$ cat config.mk
export PLATFORM = sky130hd
export DESIGN_NAME = maxigp_req_scheduler_flat
export DESIGN_NICKNAME = d
export VERILOG_FILES = /design/src/rtl/maxigp_pkg.sv /design/src/rtl/maxigp_req_scheduler_if.sv /design/src/rtl/maxigp_rsp_fifo.sv /design/src/rtl/maxigp_req_scheduler.sv /design/src/flat_wrapper.sv
export SDC_FILE = /design/constraint.sdc
export NUM_CORES = 1
export LEC_CHECK = 0
export BUFFER_PORTS_ARGS = -buffer_cell sky130_fd_sc_hd__buf_2
export CORE_MARGIN = 2
export CORE_UTILIZATION = 55
export DETAILED_ROUTE_END_ITERATION = 12
export PLACE_DENSITY = 0.86
export SETUP_SLACK_MARGIN = 0.5
export SYNTH_ARGS = -nofsm -noshare
export SYNTH_HDL_FRONTEND = slang
export SYNTH_SLANG_ARGS = --single-unit
$ cat constraint.sdc
create_clock -name CLK -period 5.3 [get_ports CLK]
set_clock_uncertainty 0.15 [all_clocks]
set_input_delay 1.06 -clock CLK [delete_from_list [all_inputs] [get_ports CLK]]
set_output_delay 1.06 -clock CLK [all_outputs]
set_load 0.01 [all_outputs]
$ cat src/rtl/maxigp_pkg.sv
// Shared types and constants for the MAXIGP0 request scheduler.
package maxigp_pkg;

   typedef enum logic [1:0] {
      IDLE    = 2'd0,
      RD      = 2'd1,
      WR      = 2'd2,
      WR_RESP = 2'd3
   } state_t;

   localparam logic [1:0] RESP_OKAY   = 2'b00;
   localparam logic [1:0] RESP_SLVERR = 2'b10;

   localparam int AXI_DATA_W = 32;
   localparam int AXI_LEN_W  = 4;

endpackage

$ cat src/rtl/maxigp_req_scheduler_if.sv
// Bundle of the AXI3 slave channels plus the single-ported target request port.
// slave modport: scheduler side; master modport: AXI master + target side.
interface maxigp_req_scheduler_if #(
   parameter int ADDR_W = 18,
   parameter int ID_W   = 12
);
   import maxigp_pkg::*;

   logic [31:0]            ar_addr;
   logic [ID_W-1:0]        ar_id;
   logic [AXI_LEN_W-1:0]   ar_len;
   logic                   ar_valid;
   logic                   ar_ready;

   logic [AXI_DATA_W-1:0]  r_data;
   logic [ID_W-1:0]        r_id;
   logic [1:0]             r_resp;
   logic                   r_last;
   logic                   r_valid;
   logic                   r_ready;

   logic [31:0]            aw_addr;
   logic [ID_W-1:0]        aw_id;
   logic [AXI_LEN_W-1:0]   aw_len;
   logic                   aw_valid;
   logic                   aw_ready;

   logic [AXI_DATA_W-1:0]  w_data;
   logic                   w_last;
   logic                   w_valid;
   logic                   w_ready;

   logic [ID_W-1:0]        b_id;
   logic [1:0]             b_resp;
   logic                   b_valid;
   logic                   b_ready;

   logic                   req_valid;
   logic                   req_write;
   logic [ADDR_W-1:0]      req_addr;
   logic [AXI_DATA_W-1:0]  req_wdata;
   logic                   req_ready;

   logic                   rsp_valid;
   logic [AXI_DATA_W-1:0]  rsp_data;

   modport slave (
      input  ar_addr, ar_id, ar_len, ar_valid,
      output ar_ready,
      output r_data, r_id, r_resp, r_last, r_valid,
      input  r_ready,
      input  aw_addr, aw_id, aw_len, aw_valid,
      output aw_ready,
      input  w_data, w_last, w_valid,
      output w_ready,
      output b_id, b_resp, b_valid,
      input  b_ready,
      output req_valid, req_write, req_addr, req_wdata,
      input  req_ready,
      input  rsp_valid, rsp_data
   );

   modport master (
      output ar_addr, ar_id, ar_len, ar_valid,
      input  ar_ready,
      input  r_data, r_id, r_resp, r_last, r_valid,
      output r_ready,
      output aw_addr, aw_id, aw_len, aw_valid,
      input  aw_ready,
      output w_data, w_last, w_valid,
      input  w_ready,
      input  b_id, b_resp, b_valid,
      output b_ready,
      input  req_valid, req_write, req_addr, req_wdata,
      output req_ready,
      output rsp_valid, rsp_data
   );

endinterface

$ cat src/rtl/maxigp_rsp_fifo.sv
// Synchronous read-response FIFO; head is visible combinationally while not empty.
module maxigp_rsp_fifo
   import maxigp_pkg::*;
#(
   parameter int DEPTH = 4,
   parameter int WIDTH = AXI_DATA_W
)(
   input  logic             CLK,
   input  logic             RST,
   input  logic             push,
   input  logic             pop,
   input  logic [WIDTH-1:0] push_data,
   output logic [WIDTH-1:0] head,
   output logic             empty
);

   localparam int PTR_W = $clog2(DEPTH);

   logic [WIDTH-1:0] mem_r [DEPTH];
   logic [PTR_W:0]   wr_ptr_r;
   logic [PTR_W:0]   rd_ptr_r;
   logic             full_s;
   logic             push_ok_s;
   logic             pop_ok_s;

   assign empty     = (wr_ptr_r == rd_ptr_r);
   assign full_s    = (wr_ptr_r[PTR_W] != rd_ptr_r[PTR_W]) &&
                      (wr_ptr_r[PTR_W-1:0] == rd_ptr_r[PTR_W-1:0]);
   assign push_ok_s = push & ~full_s;
   assign pop_ok_s  = pop & ~empty;
   assign head      = mem_r[rd_ptr_r[PTR_W-1:0]];

   // Storage array write; contents need no reset because pointers gate visibility.
   always_ff @(posedge CLK) begin
      if (push_ok_s) begin
         mem_r[wr_ptr_r[PTR_W-1:0]] <= push_data;
      end
   end

   // Read/write pointer advance; reset empties the FIFO.
   always_ff @(posedge CLK or posedge RST) begin
      if (RST) begin
         wr_ptr_r <= '0;
         rd_ptr_r <= '0;
      end else begin
         if (push_ok_s) begin
            wr_ptr_r <= wr_ptr_r + (PTR_W+1)'(1);
         end
         if (pop_ok_s) begin
            rd_ptr_r <= rd_ptr_r + (PTR_W+1)'(1);
         end
      end
   end

endmodule

$ cat src/rtl/maxigp_req_scheduler.sv
// MAXIGP0 AXI3 slave to single-ported word-request scheduler.
// Optional macro MAXIGP_ADDR_DECODE_EN: bursts with nonzero address bits above
// the target window are answered locally with SLVERR and never reach the target.
module maxigp_req_scheduler
   import maxigp_pkg::*;
#(
   parameter int ADDR_W    = 18,
   parameter int ID_W      = 12,
   parameter int RSP_DEPTH = 4
)(
   input  logic                 CLK,
   input  logic                 RST,
   maxigp_req_scheduler_if.slave bus
);

   localparam int                CRED_W   = $clog2(RSP_DEPTH) + 1;
   localparam logic [CRED_W-1:0] CRED_MAX = CRED_W'(RSP_DEPTH);
   localparam int                CNT_W    = AXI_LEN_W + 1;

   state_t                state_r;
   state_t                state_s;
   logic                  rd_first_r;
   logic [ADDR_W-1:0]     addr_r;
   logic [ID_W-1:0]       id_r;
   logic [AXI_LEN_W-1:0]  len_r;
   logic [AXI_LEN_W-1:0]  beat_r;
   logic [CNT_W-1:0]      cnt_r;
   logic [CRED_W-1:0]     credits_r;
   logic                  err_r;
   logic                  oor_r;

   logic                  grant_rd_s;
   logic                  grant_wr_s;
   logic                  ar_oor_s;
   logic                  aw_oor_s;
   logic                  ar_ready_s;
   logic                  aw_ready_s;
   logic                  r_valid_s;
   logic                  r_last_s;
   logic [1:0]            r_resp_s;
   logic [AXI_DATA_W-1:0] r_data_s;
   logic                  w_ready_s;
   logic                  b_valid_s;
   logic [1:0]            b_resp_s;
   logic                  req_valid_s;
   logic                  req_write_s;
   logic [AXI_DATA_W-1:0] req_wdata_s;
   logic                  ar_hs_s;
   logic                  aw_hs_s;
   logic                  req_hs_s;
   logic                  rd_req_hs_s;
   logic                  w_hs_s;
   logic                  r_hs_s;
   logic                  b_hs_s;
   logic                  fifo_push_s;
   logic                  fifo_pop_s;
   logic                  fifo_empty_s;
   logic [AXI_DATA_W-1:0] fifo_head_s;
   logic                  unused_addr_bits_s;

`ifdef MAXIGP_ADDR_DECODE_EN
   assign ar_oor_s           = |bus.ar_addr[31:ADDR_W+2];
   assign aw_oor_s           = |bus.aw_addr[31:ADDR_W+2];
   assign unused_addr_bits_s = ^{bus.ar_addr[1:0], bus.aw_addr[1:0]};
`else
   assign ar_oor_s           = 1'b0;
   assign aw_oor_s           = 1'b0;
   assign unused_addr_bits_s = ^{bus.ar_addr[31:ADDR_W+2], bus.ar_addr[1:0],
                                 bus.aw_addr[31:ADDR_W+2], bus.aw_addr[1:0]};
`endif

   // Round-robin between the channels only when both request at once.
   assign grant_rd_s = bus.ar_valid & (~bus.aw_valid | rd_first_r);
   assign grant_wr_s = bus.aw_valid & (~bus.ar_valid | ~rd_first_r);

   assign ar_hs_s     = bus.ar_valid & ar_ready_s;
   assign aw_hs_s     = bus.aw_valid & aw_ready_s;
   assign req_hs_s    = req_valid_s & bus.req_ready;
   assign rd_req_hs_s = req_hs_s & (state_r == RD);
   assign w_hs_s      = bus.w_valid & w_ready_s;
   assign r_hs_s      = r_valid_s & bus.r_ready;
   assign b_hs_s      = b_valid_s & bus.b_ready;

   // Returns are only accepted during a target read; stale returns after a reset are dropped.
   assign fifo_push_s = bus.rsp_valid & (state_r == RD) & ~oor_r;
   assign fifo_pop_s  = r_hs_s & ~oor_r;

   maxigp_rsp_fifo #(
      .DEPTH (RSP_DEPTH),
      .WIDTH (AXI_DATA_W)
   ) u_rsp_fifo (
      .CLK       (CLK),
      .RST       (RST),
      .push      (fifo_push_s),
      .pop       (fifo_pop_s),
      .push_data (bus.rsp_data),
      .head      (fifo_head_s),
      .empty     (fifo_empty_s)
   );

   // State register.
   always_ff @(posedge CLK or posedge RST) begin
      if (RST) begin
         state_r <= IDLE;
      end else begin
         state_r <= state_s;
      end
   end

   // Next-state decision.
   always_comb begin
      state_s = state_r;
      case (state_r)
         IDLE: begin
            if (ar_hs_s) begin
               state_s = RD;
            end else if (aw_hs_s) begin
               state_s = WR;
            end else begin
               state_s = IDLE;
            end
         end
         RD: begin
            if (r_hs_s && (beat_r == len_r)) begin
               state_s = IDLE;
            end else begin
               state_s = RD;
            end
         end
         WR: begin
            if (w_hs_s && (cnt_r == CNT_W'(1))) begin
               state_s = WR_RESP;
            end else begin
               state_s = WR;
            end
         end
         WR_RESP: begin
            if (b_hs_s) begin
               state_s = IDLE;
            end else begin
               state_s = WR_RESP;
            end
         end
         default: state_s = IDLE;
      endcase
   end

   // Channel outputs per state; readies stay low while reset is asserted.
   always_comb begin
      ar_ready_s  = 1'b0;
      aw_ready_s  = 1'b0;
      r_valid_s   = 1'b0;
      r_last_s    = 1'b0;
      r_resp_s    = RESP_OKAY;
      r_data_s    = '0;
      w_ready_s   = 1'b0;
      b_valid_s   = 1'b0;
      b_resp_s    = RESP_OKAY;
      req_valid_s = 1'b0;
      req_write_s = 1'b0;
      req_wdata_s = '0;
      case (state_r)
         IDLE: begin
            ar_ready_s = ~RST & grant_rd_s;
            aw_ready_s = ~RST & grant_wr_s;
         end
         RD: begin
            r_last_s = (beat_r == len_r);
            if (oor_r) begin
               r_valid_s = 1'b1;
               r_resp_s  = RESP_SLVERR;
               r_data_s  = '0;
            end else begin
               req_valid_s = (cnt_r != '0) && (credits_r != '0);
               r_valid_s   = ~fifo_empty_s;
               r_resp_s    = RESP_OKAY;
               r_data_s    = fifo_head_s;
            end
         end
         WR: begin
            req_write_s = 1'b1;
            req_wdata_s = bus.w_data;
            if (cnt_r == '0) begin
               w_ready_s   = 1'b0;
               req_valid_s = 1'b0;
            end else if (oor_r) begin
               w_ready_s   = 1'b1;
               req_valid_s = 1'b0;
            end else begin
               w_ready_s   = bus.req_ready;
               req_valid_s = bus.w_valid;
            end
         end
         WR_RESP: begin
            b_valid_s = 1'b1;
            b_resp_s  = (err_r | oor_r) ? RESP_SLVERR : RESP_OKAY;
         end
         default: begin
            b_valid_s = 1'b0;
         end
      endcase
   end

   assign bus.ar_ready  = ar_ready_s;
   assign bus.aw_ready  = aw_ready_s;
   assign bus.r_valid   = r_valid_s;
   assign bus.r_data    = r_data_s;
   assign bus.r_id      = id_r;
   assign bus.r_resp    = r_resp_s;
   assign bus.r_last    = r_last_s;
   assign bus.w_ready   = w_ready_s;
   assign bus.b_valid   = b_valid_s;
   assign bus.b_id      = id_r;
   assign bus.b_resp    = b_resp_s;
   assign bus.req_valid = req_valid_s;
   assign bus.req_write = req_write_s;
   assign bus.req_addr  = addr_r;
   assign bus.req_wdata = req_wdata_s;

   // Burst context capture, beat sequencing, credits and write error tracking.
   always_ff @(posedge CLK or posedge RST) begin
      if (RST) begin
         rd_first_r <= 1'b1;
         addr_r     <= '0;
         id_r       <= '0;
         len_r      <= '0;
         beat_r     <= '0;
         cnt_r      <= '0;
         credits_r  <= CRED_MAX;
         err_r      <= 1'b0;
         oor_r      <= 1'b0;
      end else begin
         if (ar_hs_s) begin
            addr_r     <= bus.ar_addr[ADDR_W+1:2];
            id_r       <= bus.ar_id;
            len_r      <= bus.ar_len;
            cnt_r      <= {1'b0, bus.ar_len} + CNT_W'(1);
            beat_r     <= '0;
            oor_r      <= ar_oor_s;
            rd_first_r <= ~rd_first_r;
         end else if (aw_hs_s) begin
            addr_r     <= bus.aw_addr[ADDR_W+1:2];
            id_r       <= bus.aw_id;
            len_r      <= bus.aw_len;
            cnt_r      <= {1'b0, bus.aw_len} + CNT_W'(1);
            beat_r     <= '0;
            oor_r      <= aw_oor_s;
            err_r      <= 1'b0;
            rd_first_r <= ~rd_first_r;
         end else begin
            if (req_hs_s || w_hs_s) begin
               addr_r <= addr_r + ADDR_W'(1);
               cnt_r  <= cnt_r - CNT_W'(1);
            end
            if ((state_r == WR) && w_hs_s && (bus.w_last != (cnt_r == CNT_W'(1)))) begin
               err_r <= 1'b1;
            end
            if (b_hs_s) begin
               err_r <= 1'b0;
            end
            if (r_hs_s) begin
               beat_r <= beat_r + AXI_LEN_W'(1);
            end
            credits_r <= credits_r + CRED_W'(fifo_pop_s) - CRED_W'(rd_req_hs_s);
         end
      end
   end

endmodule

$ cat src/flat_wrapper.sv
// flat-port wrapper written by rule: the top's interface ports become plain ports
module maxigp_req_scheduler_flat import maxigp_pkg::*;
#(
   parameter int ADDR_W    = 18,
   parameter int ID_W      = 12,
   parameter int RSP_DEPTH = 4
)
  (CLK, RST, bus_ar_addr, bus_ar_id, bus_ar_len, bus_ar_valid, bus_ar_ready, bus_r_data, bus_r_id, bus_r_resp, bus_r_last, bus_r_valid, bus_r_ready, bus_aw_addr, bus_aw_id, bus_aw_len, bus_aw_valid, bus_aw_ready, bus_w_data, bus_w_last, bus_w_valid, bus_w_ready, bus_b_id, bus_b_resp, bus_b_valid, bus_b_ready, bus_req_valid, bus_req_write, bus_req_addr, bus_req_wdata, bus_req_ready, bus_rsp_valid, bus_rsp_data);
  maxigp_req_scheduler_if #(.ADDR_W(ADDR_W), .ID_W(ID_W)) bus_i ();
  input  logic CLK;
  input  logic RST;
  input wire logic [$bits(bus_i.ar_addr)-1:0] bus_ar_addr;
  input wire logic [$bits(bus_i.ar_id)-1:0] bus_ar_id;
  input wire logic [$bits(bus_i.ar_len)-1:0] bus_ar_len;
  input wire logic [$bits(bus_i.ar_valid)-1:0] bus_ar_valid;
  output wire logic [$bits(bus_i.ar_ready)-1:0] bus_ar_ready;
  output wire logic [$bits(bus_i.r_data)-1:0] bus_r_data;
  output wire logic [$bits(bus_i.r_id)-1:0] bus_r_id;
  output wire logic [$bits(bus_i.r_resp)-1:0] bus_r_resp;
  output wire logic [$bits(bus_i.r_last)-1:0] bus_r_last;
  output wire logic [$bits(bus_i.r_valid)-1:0] bus_r_valid;
  input wire logic [$bits(bus_i.r_ready)-1:0] bus_r_ready;
  input wire logic [$bits(bus_i.aw_addr)-1:0] bus_aw_addr;
  input wire logic [$bits(bus_i.aw_id)-1:0] bus_aw_id;
  input wire logic [$bits(bus_i.aw_len)-1:0] bus_aw_len;
  input wire logic [$bits(bus_i.aw_valid)-1:0] bus_aw_valid;
  output wire logic [$bits(bus_i.aw_ready)-1:0] bus_aw_ready;
  input wire logic [$bits(bus_i.w_data)-1:0] bus_w_data;
  input wire logic [$bits(bus_i.w_last)-1:0] bus_w_last;
  input wire logic [$bits(bus_i.w_valid)-1:0] bus_w_valid;
  output wire logic [$bits(bus_i.w_ready)-1:0] bus_w_ready;
  output wire logic [$bits(bus_i.b_id)-1:0] bus_b_id;
  output wire logic [$bits(bus_i.b_resp)-1:0] bus_b_resp;
  output wire logic [$bits(bus_i.b_valid)-1:0] bus_b_valid;
  input wire logic [$bits(bus_i.b_ready)-1:0] bus_b_ready;
  output wire logic [$bits(bus_i.req_valid)-1:0] bus_req_valid;
  output wire logic [$bits(bus_i.req_write)-1:0] bus_req_write;
  output wire logic [$bits(bus_i.req_addr)-1:0] bus_req_addr;
  output wire logic [$bits(bus_i.req_wdata)-1:0] bus_req_wdata;
  input wire logic [$bits(bus_i.req_ready)-1:0] bus_req_ready;
  input wire logic [$bits(bus_i.rsp_valid)-1:0] bus_rsp_valid;
  input wire logic [$bits(bus_i.rsp_data)-1:0] bus_rsp_data;
  assign bus_i.ar_addr = bus_ar_addr;
  assign bus_i.ar_id = bus_ar_id;
  assign bus_i.ar_len = bus_ar_len;
  assign bus_i.ar_valid = bus_ar_valid;
  assign bus_ar_ready = bus_i.ar_ready;
  assign bus_r_data = bus_i.r_data;
  assign bus_r_id = bus_i.r_id;
  assign bus_r_resp = bus_i.r_resp;
  assign bus_r_last = bus_i.r_last;
  assign bus_r_valid = bus_i.r_valid;
  assign bus_i.r_ready = bus_r_ready;
  assign bus_i.aw_addr = bus_aw_addr;
  assign bus_i.aw_id = bus_aw_id;
  assign bus_i.aw_len = bus_aw_len;
  assign bus_i.aw_valid = bus_aw_valid;
  assign bus_aw_ready = bus_i.aw_ready;
  assign bus_i.w_data = bus_w_data;
  assign bus_i.w_last = bus_w_last;
  assign bus_i.w_valid = bus_w_valid;
  assign bus_w_ready = bus_i.w_ready;
  assign bus_b_id = bus_i.b_id;
  assign bus_b_resp = bus_i.b_resp;
  assign bus_b_valid = bus_i.b_valid;
  assign bus_i.b_ready = bus_b_ready;
  assign bus_req_valid = bus_i.req_valid;
  assign bus_req_write = bus_i.req_write;
  assign bus_req_addr = bus_i.req_addr;
  assign bus_req_wdata = bus_i.req_wdata;
  assign bus_i.req_ready = bus_req_ready;
  assign bus_i.rsp_valid = bus_rsp_valid;
  assign bus_i.rsp_data = bus_rsp_data;
  maxigp_req_scheduler #(.ADDR_W(ADDR_W), .ID_W(ID_W), .RSP_DEPTH(RSP_DEPTH)) u_core (.CLK(CLK), .RST(RST), .bus(bus_i));
endmodule
==> flow_metrics.env, run 1 <==
export IMPL_status="finished clean"
export IMPL_ff2ff_path_depth=14
export IMPL_numPortBuffers=256
export IMPL_clkLatencyLatePin_ns=0.43
export IMPL_power_leakage_uw=0.00447
export IMPL_grt_max_degree=43
export IMPL_ctsResizeCount=0
export IMPL_rsz0062_at_grt="no"
export IMPL_numCtsBuffers=17
export IMPL_drive_gt1_frac=0.403
export IMPL_slew_headroom=0.290
export IMPL_initial_core_util=0.562
export IMPL_fin_crit_ns=3.79
export IMPL_route_detailed_drc=0
export IMPL_drt_first_pass_iters=7
export IMPL_netlist_area_um2=8540
export IMPL_syn_avg_cell_area_um2=14.0
export IMPL_drtAntennaViolNets=0
export IMPL_ios=288
export IMPL_multi_input_area_um2=2920
export IMPL_hold_start="u_core.credits_r[2]"
export IMPL_end_kind="output port"
export IMPL_via_per_inst=5.77
export IMPL_tightest_slew_ns=1.07
export IMPL_hp_class="flop to flop"
export IMPL_setup_viol_count_final=0
export IMPL_nets=1036
export IMPL_die_w_um=129
export IMPL_finalHoldViolCount=0
export IMPL_core_area_um2=15200
export IMPL_power_uw=5240
export IMPL_drv_slew=0
export IMPL_hpwlAfterDp_um=13700
export IMPL_syn_inst=611
export IMPL_r2r_start="u_core.state_r[0]"
export IMPL_post_route_period_util=0.714
export IMPL_grt_pass1_wl_um=31100
export IMPL_layout_cells_non_filler=1050
export IMPL_synth_top_cell_by_area="edfxtp_1"
export IMPL_layout_commonest_cell="buf_2"
export IMPL_dr_total_vias=6061
export IMPL_synth_area_leaders="edfxtp_1, dfrtp_1, mux4_2"
export IMPL_die_y_um=129
export IMPL_hold_path_end="u_core.credits_r[2]"
export IMPL_gp_congestion=0.808
export IMPL_max_cap_violations=0
export IMPL_hold_path_depth=1
export IMPL_fp_row_count=45
export IMPL_ys_async_sr_fraction=0.304
export IMPL_synthFlopType="edfxtp_1"
export IMPL_max_vdd_ir_drop_v=0.000308
export IMPL_synthDistinctLibCells=55
export IMPL_grt_pass1_vias=5947
export IMPL_antenna_found_initial=2
export IMPL_power_density_nw_per_um2=499
export IMPL_postCtsHoldBufs=0
export IMPL_synth_edf_count=128
export IMPL_reg2reg_slack_ns=2.03
export IMPL_arrival_ns=2.58
export IMPL_yosysSeqAreaShare=0.614
export IMPL_regArea_um2=5250
export IMPL_drtIter0Drc=590
export IMPL_postCtsSetupBuffers=0
export IMPL_critical_path_class="flop to output port"
export IMPL_crit_required_ns=4.09
export IMPL_ys_ff_latch=184
export IMPL_cts_tree="done"
export IMPL_worstPathMaxFanout=26
export IMPL_synth_top_area_frac=0.450
export IMPL_ys_warn_count=0
export IMPL_fin_tns_setup_ns=0
export IMPL_area_growth_synth_to_final_pct=22.8
export IMPL_die_area_um2=16500
export IMPL_h_tree_depth=4
export IMPL_path_clk_slew_ns=0.07
export IMPL_final_cell_mix="buf_2, edfxtp_1, and2_1, dfrtp_1"
export IMPL_clock_path_buffers=2
export IMPL_fmax_mhz=264
export IMPL_track_usage=0.249
export IMPL_fillers=1041
export IMPL_grt_ovfl_total=0
export IMPL_totalWireLength_um=20500
export IMPL_routedWlPerCell_um=19.5
export IMPL_worst_r2r_endpoint="u_core.credits_r[2]"
export IMPL_cp_start_kind="flop"
export IMPL_post_place_cells=1016
export IMPL_cts_root_buf="clkbuf_16"
export IMPL_clkSinkCount=184
==> power by group <==
part,total (uW),switching [uW],internal (uW)
clock network,1310,557,753
logic,1810,957,848
registers,2120,310,1810
total,5240,1820,3410
==> how the worst max path moves through the flow <==
stage	slack [ns]	cells after the start	end	start
global route	1.34	4	bus_r_data[15]	u_core.u_rsp_fifo.rd_ptr_r[0]
detailed placement	1.76	6	bus_aw_ready	RST
global placement	1.78	6	bus_aw_ready	RST
CTS	1.44	4	bus_r_data[1]	u_core.u_rsp_fifo.rd_ptr_r[0]
finish	1.51	4	bus_r_data[15]	u_core.u_rsp_fifo.rd_ptr_r[0]
floorplan	2.14	5	bus_aw_ready	RST
==> through the flow <==
| step | util | setup WS [ns] | hold slack, ns | cell area (um^2) |
|---|---|---|---|---|
| 6_report | 0.690 | 1.51 | 0.346 | 10500 |
| 5_1_grt | 0.690 | 1.34 | 0.374 | 10500 |
| 4_1_cts | 0.690 | 1.44 | 0.348 | 10500 |
| 3_5_place_dp | 0.649 | 1.76 | 0.335 | 9870 |
| 3_3_place_gp | 0.649 | 1.78 | 0.331 | 9870 |
| 2_1_floorplan | - | 2.14 | 0.319 | 8550 |
==> routing by layer <==
metal  wire length (um)  up-vias  GRT usage
met2              10500      308      0.429
met1               7860     2948      0.300
met3               1680       36     0.0624
li1                   -     2769          -
met5                  0        -          0
met4                499        0      0.107
==> worst max-delay path, cell delays in order (launching register included) <==
cell,delay (ns)
dfrtp_2,0.95
buf_4,0.37
mux4_2,0.51
and2_1,0.17
buf_2,0.14
==> state kept, by name, indices dropped and copies added (netlist names) <==
name                        count
u_core.cnt_r                    5
u_core.len_r                    4
u_core.err_r                    1
u_core.bus.req_addr            18
u_core.u_rsp_fifo.rd_ptr_r      3
u_core.rd_first_r               1
u_core.credits_r                3
u_core.beat_r                   4
u_core.bus.b_id                12
u_core.state_r                  2
u_core.u_rsp_fifo.mem_r       128
u_core.u_rsp_fifo.wr_ptr_r      3
==> synth_stat cells, types with 3 or more instances <==
cell,count
edfxtp_1,128
and2_1,70
dfrtp_1,54
inv_1,33
mux4_2,32
nand2_1,24
nor2_1,22
a222oi_1,21
o21ai_0,21
buf_2,19
ha_1,18
xor2_1,17
a21oi_1,16
buf_4,15
clkbuf_1,15
nor3_1,13
a221oi_1,9
nand3_1,9
xnor2_1,9
o2bb2ai_1,8
nor4_1,5
a22o_1,4
nand4_1,4
a22oi_1,3
o21a_1,3
o21ai_1,3
o22ai_1,3
==> area by class of cell <==
type,count,share of cell area
diodes,2,0.000477
clock inverters,15,0.0181
inverters,33,0.0118
well taps,188,0.0224
flip-flops and latches,184,0.500
multi-input cells,347,0.279
clock buffers,17,0.0405
repair buffers,264,0.128
==> cells by family after synthesis <==
family / Yosys count / share of synthesized area
buffers and inverters: 82 / 0.0454
DFF: 184 / 0.614
xor gates and xnor gates: 26 / 0.0267
and+or+nand+nor: 161 / 0.107
other: 1 / 0.000439
adders and majority gates: 19 / 0.0287
muxes: 34 / 0.0868
AOI/OAI and AO/OA: 104 / 0.0904
No activity file was read; power rests on OpenSTA's default activity.
==> run 2: changes to the inputs <==
Settings changed: CORE_UTILIZATION 55 to 46, PLACE_DENSITY 0.86 to 0.77.
Clock period 5.3 ns to 3.4 ns, I/O delays scaled along.
==> run 2 against run 1 <==
Net effect: register-to-register slack got worse by 1.3 ns; wire length shrank 1.2%; largest cell class unchanged; sequential share of layout area fell by 1.0 points; critical path depth did not move; die area is 19% higher; worst hold slack worse by 0.19 ns; flip-flop and latch count did not move; largest power group unchanged; non-clock buffer count grew 14; sequential power up 50%; count of clock-buffer cells in the layout is the same.
==> flow_metrics.env, run 2 (synthesis results as in run 1) <==
export IMPL_grt_max_degree=42
export IMPL_power_leakage_uw=0.00456
export IMPL_max_cap_violations=0
export IMPL_clkLatencyLatePin_ns=0.43
export IMPL_dr_total_vias=5996
export IMPL_ios=288
export IMPL_fp_row_count=49
export IMPL_fin_crit_ns=2.79
export IMPL_drt_first_pass_iters=5
export IMPL_multi_input_area_um2=2930
export IMPL_tightest_slew_ns=0.734
export IMPL_fin_tns_setup_ns=0
export IMPL_arrival_ns=1.96
export IMPL_internal_power_uw=5230
export IMPL_grt_pass1_vias=5912
export IMPL_route_detailed_drc=0
export IMPL_h_tree_depth=4
export IMPL_core_area_um2=18100
export IMPL_routedWlPerCell_um=18.4
export IMPL_clock_path_buffers=2
export IMPL_layout_cells_non_filler=1104
export IMPL_crit_slowest_cell="mux4_2"
export IMPL_largest_reg_flops=128
export IMPL_final_cell_mix="buf_2, edfxtp_1, and2_1, dfrtp_1"
export IMPL_end_kind="output port"
export IMPL_drive_gt1_frac=0.413
export IMPL_initial_core_util=0.472
export IMPL_area_growth_synth_to_final_pct=25.4
export IMPL_post_route_period_util=0.820
export IMPL_cts_tree="done"
export IMPL_setup_viol_count_final=0
export IMPL_numPortBuffers=256
export IMPL_p_sw_uw=2950
export IMPL_pwr_share_clk=0.243
export IMPL_finalHoldViolCount=0
export IMPL_grt_pass1_wl_um=31500
export IMPL_final_area_um2=10700
export IMPL_slew_headroom=0.510
export IMPL_p_sw_frac=0.360
export IMPL_fmax_mhz=359
export IMPL_die_area_um2=19700
export IMPL_die_y_um=140
export IMPL_r2r_start="u_core.cnt_r[0]"
export IMPL_cts_root_buf="clkbuf_16"
export IMPL_grt_ovfl_total=0
export IMPL_clkSinkCount=184
export IMPL_antenna_found_initial=1
export IMPL_power_uw=8180
export IMPL_nets=1050
export IMPL_cpPeakStageDelay_ns=0.52
export IMPL_die_w_um=140
export IMPL_route_met2_wl_um=10200
export IMPL_reg2reg_slack_ns=0.69
export IMPL_via_per_inst=5.43
export IMPL_path_clk_slew_ns=0.07
export IMPL_status="finished clean"
export IMPL_wl_met3_um=1600
export IMPL_worstPathMaxFanout=24
export IMPL_power_density_nw_per_um2=764
export IMPL_numCtsBuffers=17
export IMPL_drtIter0Drc=515
export IMPL_max_vdd_ir_drop_v=0.000395
export IMPL_ff2ff_path_depth=12
export IMPL_top_layer_used="met4"
export IMPL_combPwrFrac=0.367
export IMPL_totalWireLength_um=20300
export IMPL_wl_met1_um=8310
export IMPL_drv_slew=0
export IMPL_hp_class="primary input to asynchronous set/reset pin"
export IMPL_layout_commonest_cell="buf_2"
export IMPL_rsz0062_at_grt="no"
export IMPL_post_place_cells=1069
export IMPL_fillers=1432
export IMPL_crit_path_cell_trace="buf_12, mux4_2, and2_1, buf_2"
export IMPL_critical_path_class="flop to output port"
export IMPL_regArea_um2=5250
export IMPL_postCtsHoldBufs=0
export IMPL_gp_congestion=0.810
export IMPL_hpwlAfterDp_um=14300
export IMPL_worst_r2r_endpoint="u_core.credits_r[2]"
export IMPL_cp_start_kind="flop"
export IMPL_track_usage=0.205
export IMPL_drtAntennaViolNets=0
export IMPL_crit_required_ns=2.57
export IMPL_power_share_sequential=0.390
export IMPL_place_area_um2=10100
## run 2: cell count changes in the layout (fill, tap and decap cells not counted), moves of 4 or more
cell / change
buf_12: +4
inv_8: +4
clkinv_8: +5
buf_4: +9
## run 2: worst max path at each step
stage | end | slack, ns | startpoint
2_1_floorplan | u_core.credits_r[2] | 0.85 | u_core.state_r[0]
4_1_cts | bus_ar_ready | 0.50 | u_core.state_r[1]
6_report | bus_r_data[26] | 0.61 | u_core.u_rsp_fifo.rd_ptr_r[0]
5_1_grt | u_core.credits_r[2] | 0.51 | u_core.cnt_r[0]
3_5_place_dp | u_core.credits_r[2] | 0.62 | bus_req_ready
3_3_place_gp | u_core.credits_r[2] | 0.66 | bus_req_ready
## run 2: per-layer routing
layer	up-vias	global-route usage
met5	-	0
met4	0	0.0585
met3	13	0.0513
met2	243	0.349
met1	2939	0.262
li1	2801	-
## run 2: area by class of cell
type	count	share of cell area
repair buffers	278	0.140
multi-input cells	347	0.274
diodes	1	0.000234
clock inverters	15	0.0179
inverters	33	0.0116
flip-flops and latches	184	0.490
well taps	229	0.0267
clock buffers	17	0.0397
## run 2: power groups by stage
stage | Sequential, uW | Combinational [uW] | Clock (uW)
3_5_place_dp | 3260 | 2950 | 0
5_1_grt | 3240 | 3310 | 2130
2_1_floorplan | 3230 | 2010 | 0
3_3_place_gp | 3250 | 2890 | 0
4_1_cts | 3180 | 3030 | 2040
6_report | 3190 | 3000 | 1990
## run 2: repair_timing
item | in CTS | in global routing
hold endpoints to repair | 0 | 0
setup buffers | 2 | 0
endpoints found under the setup margin | 22 | 2
pin swaps | 0 | 0
resized for setup | 1 | 5
## run 2: critical path, delay by kind of cell (launching register included)
kind,cells,cell delay (ns)
multiplexers,1,0.52
flip-flops,1,0.44
buffers and inverters,2,0.38
AND/OR/NAND/NOR,1,0.19
## run 2: stage by stage
stage	util	setup slack (ns)	hold slack, ns
floorplan	-	0.847	0.319
global placement	0.556	0.664	0.331
detailed placement	0.556	0.618	0.335
CTS	0.591	0.501	0.153
global route	0.592	0.515	0.201
finish	0.592	0.612	0.161
==> run 3: changes to the inputs <==
Clock period 3.4 ns to 2.4 ns, I/O delays scaled along.
==> run 3 against run 2 <==
Net effect: cell area rose by 26%; die area did not move; wire length rose by 42%; count of clock-buffer cells in the layout did not move; worst setup slack got worse by 0.90 ns; via count rose by 19%; largest cell class unchanged; the run now ends with negative setup slack left; critical path type is now flop to flop.
==> flow_metrics.env, run 3 (synthesis results as in run 1) <==
export IMPL_crit_required_ns=2.61
export IMPL_worstPathMaxFanout=3
export IMPL_post_route_period_util=1.12
export IMPL_cp_start_kind="flop"
export IMPL_fmax_mhz=371
export IMPL_ios=288
export IMPL_reg2reg_slack_ns=-0.29
export IMPL_fp_row_count=49
export IMPL_crit_path_frequent_cell="inv_2"
export IMPL_crit_slowest_cell="dfrtp_1"
export IMPL_max_vdd_ir_drop_v=0.000739
export IMPL_place_area_um2=10500
export IMPL_power_leakage_uw=0.00568
export IMPL_arrival_ns=2.90
export IMPL_grt_ovfl_total=0
export IMPL_hold_path_depth=1
export IMPL_totalWireLength_um=28700
export IMPL_die_area_um2=19700
export IMPL_hpwlAfterDp_um=14300
export IMPL_routedWlPerCell_um=23.2
export IMPL_timing_final_ws_setup_ns=-0.293
export IMPL_max_cap_violations=0
export IMPL_cts_tree="done"
export IMPL_worst_r2r_endpoint="u_core.credits_r[2]"
export IMPL_nets=1181
export IMPL_core_area_um2=18100
export IMPL_drt_first_pass_iters=5
export IMPL_die_w_um=140
export IMPL_tightest_slew_ns=0.646
export IMPL_combPwrFrac=0.494
export IMPL_via_per_inst=5.78
export IMPL_area_growth_synth_to_final_pct=57.6
export IMPL_numCtsBuffers=17
export IMPL_drtIter0Drc=707
export IMPL_ff2ff_path_depth=14
export IMPL_hold_path_end="u_core.u_rsp_fifo.mem_r[0][28]"
export IMPL_drtAntennaViolNets=0
export IMPL_cpPeakStageDelay_ns=0.42
export IMPL_drive_gt1_frac=0.598
export IMPL_grt_max_degree=35
export IMPL_final_area_um2=13500
export IMPL_violations="negative setup slack"
export IMPL_power_density_nw_per_um2=1110
export IMPL_end_kind="flop"
export IMPL_internal_power_uw=9450
export IMPL_clkSinkCount=184
export IMPL_r2r_start="u_core.state_r[1]"
export IMPL_fin_tns_setup_ns=-14.58
export IMPL_grt_pass1_vias=7091
export IMPL_antenna_found_initial=2
export IMPL_die_y_um=140
export IMPL_drv_slew=0
export IMPL_initial_core_util=0.472
export IMPL_critical_path_class="flop to flop"
export IMPL_clock_path_buffers=2
export IMPL_status="complete, but fails checks"
export IMPL_finalHoldViolCount=0
export IMPL_largest_reg_flops=128
export IMPL_path_clk_slew_ns=0.08
export IMPL_setup_viol_count_final=156
export IMPL_dr_total_vias=7147
export IMPL_gp_congestion=0.828
export IMPL_clkLatencyLatePin_ns=0.44
export IMPL_layout_commonest_cell="buf_2"
export IMPL_worst_path_buf_inv=4
export IMPL_numPortBuffers=256
export IMPL_cts_root_buf="clkbuf_16"
export IMPL_fin_crit_ns=2.69
export IMPL_power_uw=14900
export IMPL_grt_pass1_wl_um=39500
export IMPL_pwr_share_clk=0.198
export IMPL_track_usage=0.266
export IMPL_h_tree_depth=4
export IMPL_worstSetupStartpoint="u_core.state_r[1]"
export IMPL_crit_path_cell_trace="inv_2, ha_4, inv_4, o21ai_4, nand2_4, nor3_2, ha_1, inv_2, ha_4, inv_2, fa_2, xor2_2, nand2_1, xnor2_1"
export IMPL_slew_headroom=0.569
export IMPL_route_detailed_drc=0
export IMPL_p_sw_uw=5490
export IMPL_crit_family="adder cells"
export IMPL_hold_start="bus_rsp_data[28]"
export IMPL_final_cell_mix="buf_2, edfxtp_1, buf_6, dfrtp_1, buf_4"
export IMPL_p_sw_frac=0.367
export IMPL_power_share_sequential=0.308
export IMPL_hp_class="primary input to flop"
export IMPL_rsz0062_at_grt="yes"
run 3: cell types whose count changed in the layout (fill, tap and decap cells not counted), moves of 9 or more:
cell	change
a221oi_1	-9
buf_6	+88
o21ai_0	-9
buf_12	+20
and2_1	-41
buf_16	+14
buf_2	-37
buf_4	+31
and2_4	+42
run 3: timing repair:
item	in CTS	in global routing
pin swaps	70	40
hold endpoints to repair	21	0
hold buffers	1	0
gates resized for setup	186	71
setup endpoints to repair	247	254
gates cloned	16	5
setup buffers	68	15
run 3: worst max path at each step:
stage                                to  slack (ns)  depth (start not counted)
finish              u_core.credits_r[2]       -0.29                         14
floorplan           u_core.credits_r[2]       -0.07                         14
global placement    u_core.credits_r[2]       -0.03                         14
CTS                      bus_r_data[24]       -0.18                          4
global route        u_core.credits_r[2]       -0.41                         14
detailed placement  u_core.credits_r[2]       -0.03                         14
run 3: layout make-up:
| class | count | area, um^2 |
|---|---|---|
| flip-flops and latches | 184 | 5250 |
| fillers | 1015 | 4630 |
| clock inverters | 15 | 198 |
| well taps | 229 | 287 |
| multi-input cells | 347 | 3550 |
| inverters | 33 | 145 |
| diodes | 3 | 7.51 |
| repair inverters | 1 | 11.3 |
| clock buffers | 17 | 425 |
| repair buffers | 408 | 3590 |
run 3: metrics by stage:
stage | util | worst slack, ns | hold WS (ns) | cells
after floorplan | - | -0.0726 | 0.319 | 613
after global placement | 0.580 | -0.0313 | 0.326 | 1097
after detailed placement | 0.580 | -0.0270 | 0.329 | 1097
after CTS | 0.713 | -0.185 | 0.0843 | 1214
after global routing | 0.744 | -0.415 | 0.0883 | 1237
final | 0.744 | -0.293 | 0.0953 | 1237
run 3: power by group through the flow:
stage	registers (uW)	logic, uW	clock network [uW]
after global placement	4540	4650	0
final	4600	7370	2960
after floorplan	4570	3160	0
after global routing	4660	7760	3110
after CTS	4510	6370	2940
after detailed placement	4550	4730	0
run 3: metal layers:
metal | share of wire | routed length, um | vias up | global-route usage
met5 | 0 | 0 | - | 0
met4 | 0.042 | 1200 | 0 | 0.104
met3 | 0.076 | 2190 | 92 | 0.0489
met2 | 0.51 | 14700 | 460 | 0.464
met1 | 0.37 | 10700 | 3514 | 0.331
li1 | - | - | 3081 | -
